===== src/rtl/ibex_fetch_arbiter.sv =====
// Two-requester instruction fetch arbiter sharing one req/gnt/rvalid memory port.
// Round-robin on ties, the selection is held until granted, and grant order is tracked to route responses.
module ibex_fetch_arbiter #(
    parameter int unsigned MaxOutstanding = 2
) (
    input  logic        clk_i,
    input  logic        rst_i,
    input  logic        m0_req_i,
    input  logic [31:0] m0_addr_i,
    input  logic        m1_req_i,
    input  logic [31:0] m1_addr_i,
    output logic        m0_gnt_o,
    output logic        m1_gnt_o,
    output logic        m0_rvalid_o,
    output logic        m1_rvalid_o,
    output logic        m0_err_o,
    output logic        m1_err_o,
    output logic [31:0] m_rdata_o,
    output logic        out_req_o,
    output logic [31:0] out_addr_o,
    input  logic        out_gnt_i,
    input  logic        out_rvalid_i,
    input  logic [31:0] out_rdata_i,
    input  logic        out_err_i,
    output logic        busy_o,
    output logic        protocol_err_o
);
    localparam int unsigned PW = (MaxOutstanding > 1) ? $clog2(MaxOutstanding) : 1;
    localparam int unsigned CW = $clog2(MaxOutstanding + 1);
    localparam logic [CW-1:0] MaxCnt  = CW'(MaxOutstanding);
    localparam logic [PW-1:0] LastPtr = PW'(MaxOutstanding - 1);

    logic                      lock_q, lock_d, sel_q, sel_d, last_q, last_d, perr_q, perr_d;
    logic [CW-1:0]             cnt_q, cnt_d;
    logic [PW-1:0]             wptr_q, wptr_d, rptr_q, rptr_d;
    logic [MaxOutstanding-1:0] ids_q, ids_d;
    logic                      sel, push, pop, head;

    // A locked selection wins; otherwise the requester that did not win last time takes a tie.
    always_comb begin
        if (lock_q)                   sel = sel_q;
        else if (m0_req_i && m1_req_i) sel = ~last_q;
        else                          sel = m1_req_i;
    end

    assign out_req_o  = (sel ? m1_req_i : m0_req_i) && (cnt_q < MaxCnt);
    assign out_addr_o = sel ? m1_addr_i : m0_addr_i;
    assign push       = out_req_o & out_gnt_i & ~rst_i;
    assign m0_gnt_o   = push & ~sel;
    assign m1_gnt_o   = push & sel;

    assign pop         = out_rvalid_i & (cnt_q != '0);
    assign head        = ids_q[rptr_q];
    assign m0_rvalid_o = pop & ~head;
    assign m1_rvalid_o = pop & head;
    assign m0_err_o    = m0_rvalid_o & out_err_i;
    assign m1_err_o    = m1_rvalid_o & out_err_i;
    assign m_rdata_o   = out_rdata_i;

    assign busy_o         = out_req_o | (cnt_q != '0);
    assign protocol_err_o = perr_q;

    always_comb begin
        lock_d = lock_q;
        sel_d  = sel_q;
        last_d = last_q;
        perr_d = perr_q;
        cnt_d  = cnt_q;
        wptr_d = wptr_q;
        rptr_d = rptr_q;
        ids_d  = ids_q;
        if (push) begin
            ids_d[wptr_q] = sel;
            wptr_d        = (wptr_q == LastPtr) ? '0 : wptr_q + 1'b1;
            last_d        = sel;
            lock_d        = 1'b0;
        end else if (out_req_o) begin
            lock_d = 1'b1;
            sel_d  = sel;
        end
        if (pop) rptr_d = (rptr_q == LastPtr) ? '0 : rptr_q + 1'b1;
        case ({push, pop})
            2'b10:   cnt_d = cnt_q + 1'b1;
            2'b01:   cnt_d = cnt_q - 1'b1;
            default: cnt_d = cnt_q;
        endcase
        if (out_rvalid_i && (cnt_q == '0)) perr_d = 1'b1;
    end

    always_ff @(posedge clk_i or posedge rst_i) begin
        if (rst_i) begin
            lock_q <= 1'b0;
            sel_q  <= 1'b0;
            last_q <= 1'b1;
            perr_q <= 1'b0;
            cnt_q  <= '0;
            wptr_q <= '0;
            rptr_q <= '0;
            ids_q  <= '0;
        end else begin
            lock_q <= lock_d;
            sel_q  <= sel_d;
            last_q <= last_d;
            perr_q <= perr_d;
            cnt_q  <= cnt_d;
            wptr_q <= wptr_d;
            rptr_q <= rptr_d;
            ids_q  <= ids_d;
        end
    end
endmodule


===== config.mk =====
export PLATFORM = sky130hd
export DESIGN_NAME = ibex_fetch_arbiter
export DESIGN_NICKNAME = d
export VERILOG_FILES = /design/src/rtl/ibex_fetch_arbiter.sv
export SDC_FILE = /design/constraint.sdc
export NUM_CORES = 1
export LEC_CHECK = 0
export ABC_CLOCK_PERIOD_IN_PS = 3800
export BUFFER_PORTS_ARGS = -buffer_cell sky130_fd_sc_hd__buf_2
export CORE_ASPECT_RATIO = 2
export CORE_MARGIN = 5
export CORE_UTILIZATION = 33
export DETAILED_ROUTE_END_ITERATION = 6
export PLACE_DENSITY = 0.91
export SKIP_CTS_REPAIR_TIMING = 1
export SYNTH_ARGS = -nofsm -noshare
export SYNTH_HDL_FRONTEND = slang
export SYNTH_SLANG_ARGS = --single-unit

===== constraint.sdc =====
create_clock -name clk_i -period 3.8 [get_ports clk_i]
set_input_delay 1.14 -clock clk_i [delete_from_list [all_inputs] [get_ports clk_i]]
set_output_delay 1.14 -clock clk_i [all_outputs]
set_load 0.05 [all_outputs]

==> impl_metrics.json <==
{
  "outcome": "complete, no violations",
  "n_antenna_cell": 0,
  "syn_to_final_growth_pct": 33.99,
  "grt_overflow": 0,
  "timing.setup.tns_ns": 0,
  "dp_hpwl_um": 3957,
  "r2r-end": "cnt_q[1]",
  "drt_iter0_markers": 11,
  "nets": 309,
  "synth_cells": 125,
  "grt_use_met3_pct": 8.294,
  "drive_gt1_share_pct": 76.96,
  "powerDensity_nw_per_um2": 974.8,
  "fmaxAchievable_ghz": 0.2846,
  "avgRoutedWirePerCell_um": 17.17,
  "holdPathEnd": "protocol_err_o",
  "synth-seq-cells": 10,
  "vias_per_cell": 4.688,
  "hold-worst-slack_ns": 0.4450,
  "firstDrtPassIters": 2,
  "synth_compound_area_share_pct": 3.834,
  "synth_top_family_by_area": "multiplexers",
  "critPathLaunch": "m0_req_i",
  "grt_max_degree": 35,
  "synth_area_leaders": "mux2_2 33%, buf_4 21%, dfrtp_1 19%",
  "start_util_pct": 33.84,
  "core-area_sq_um": 3568,
  "crit_slowest_cell": "mux2_2",
  "drv_cap": 0,
  "synth.largest_area_cell": "mux2_2",
  "tightest_slew_ns": 0.5827,
  "arrival_ns": 2.37,
  "crit_buf_inv": 3,
  "synth.net_count": 229,
  "antenna_found_initial": 0,
  "busiest_layer": "met2",
  "pin_count": 176,
  "cts-root-buf": "clkbuf_8",
  "yosysTopAreaCellShare_pct": 32.64,
  "drc": 0,
  "finalSetupViolCount": 0,
  "postPlaceCellArea_sq_um": 1563,
  "gp_congestion": 0.7701,
  "grt_pass1_wl_um": 6334,
  "hold_viol": 0,
  "tritoncts": "yes",
  "synth-main-ff-cell": "dfrtp_1",
  "synthAdderAreaFrac_pct": 1.036,
  "end_kind": "output pin",
  "hp-start": "protocol_err_o",
  "cp_cell_sequence": "buf_2, nand2_1, nand2_1, o21a_1, buf_12, mux2_2, buf_2",
  "layout_commonest_cell": "buf_2",
  "worstHoldPathCells": 1,
  "crit_family": "buffers and inverters",
  "required_ns": 2.66,
  "max_stage_delay_ns": 0.38,
  "met1_usage_pct": 18.87,
  "slew_headroom_pct": 60.74,
  "cts.clk_slew.worst_paths_ns": 0.05,
  "layout_min_cycle_time_ns": 3.513,
  "r2r_slack_ns": 1.82,
  "wl_um": 4344,
  "timing.rr.start": "cnt_q[1]",
  "dp.cells": 249,
  "ys_seq_area_share_pct": 20.83,
  "synth-edff-count": 0,
  "die_y_um": 95.54,
  "clock_sink_count": 10,
  "numCtsBuffers": 3,
  "clk_latency_ns": 0.23,
  "fin_crit_sh_pct": 92.45,
  "synthesis.area_sq_um": 1207,
  "grt_pass1_vias": 1314,
  "io_buffer_count": 111,
  "htreeDepth": 1,
  "synth-xor-area-share_pct": 3.627,
  "vdd_ir_drop_max_mv": 0.6209,
  "fin_cells": 253,
  "reg2regPathDepth": 6,
  "path_class": "in2out",
  "hold_class": "reg2reg",
  "fin_area_sq_um": 1618,
  "grtUsageTotal_pct": 17.44,
  "cellLeakagePower_uw": 0.0008425,
  "path_max_fanout": 34,
  "cts_buffer_depth": 2,
  "start_kind": "input port",
  "fin_skew_ns": 0.002201,
  "rows": 31,
  "synth_cell_type_count": 29,
  "final_cell_mix": "111 x buf_2, 35 x mux2_2, 10 x nor2_1",
  "detailroute.via_count": 1186,
  "avgSynthCellArea_sq_um": 9.659,
  "yosys.area_share.simple_pct": 12.54,
  "final_core_util_pct": 45.34,
  "dieWidth_um": 52.77,
  "gr-usage-met2_pct": 28.42,
  "drtAntennaViolNets": 0,
  "dieArea_sq_um": 5042,
  "muxShareOfSynthArea_pct": 33.47,
  "slew_viol_final": 0,
  "rsz0062_at_grt": "false",
  "synthArstFlopShare_pct": 100.0,
  "yosysWarnings": 0
}
-- stage by stage --
step	setup slack (ns)	total power [uW]
after floorplan	0.1605	1307
after global placement	0.3281	1436
after detailed placement	0.2823	1454
after CTS	0.2791	1590
after global routing	0.2418	1663
final	0.2869	1577
-- final cells by class --
cell class / count / area, sq um
multi-input cells: 75 / 663.1
clock buffers: 4 / 55.05
flip-flops and latches: 10 / 251.5
well taps: 49 / 61.31
repair buffers: 112 / 575.6
inverters: 3 / 11.26
fillers: 356 / 1951
-- worst max-delay path by stage --
stage,slack [ns],end,cells after the start
after detailed placement,0.28,out_addr_o[18],7
final,0.29,out_addr_o[18],7
after global routing,0.24,out_addr_o[18],7
after floorplan,0.16,busy_o,3
after CTS,0.28,out_addr_o[18],7
after global placement,0.33,out_addr_o[6],7
-- metal layers --
layer / wire length, um / vias up
met5: 0 / -
met4: 130 / 0
met3: 627 / 16
met2: 2036 / 100
met1: 1549 / 521
li1: - / 549
-- registers in the layout, summed over array words and instances (netlist names) --
signal,count
cnt_q,2
ids_q,2
last_q,1
lock_q,1
protocol_err_o,1
rptr_q,1
sel_q,1
wptr_q,1
-- power by group --
group          leakage (uW)  switching [uW]  internal [uW]
Combinational      0.000700             829            398
Clock             0.0000288            40.6           91.0
Sequential         0.000113            60.4            158
-- logic make-up after synthesis --
family / Yosys count
buf+inv: 40
mux: 36
simple gates: 26
flops: 10
compound gates: 7
xor+xnor: 5
fa+ha+maj: 1
-- synthesized netlist by cell type, types with 2 or more instances --
| cell type | number |
|---|---|
| o21ai_0 | 2 |
| xnor2_1 | 4 |
| nand2_1 | 4 |
| nor2_1 | 10 |
| buf_4 | 33 |
| nand2b_1 | 4 |
| inv_1 | 2 |
| dfrtp_1 | 9 |
| buf_6 | 3 |
| mux2_2 | 35 |
No activity file was read; power rests on OpenSTA's default activity.
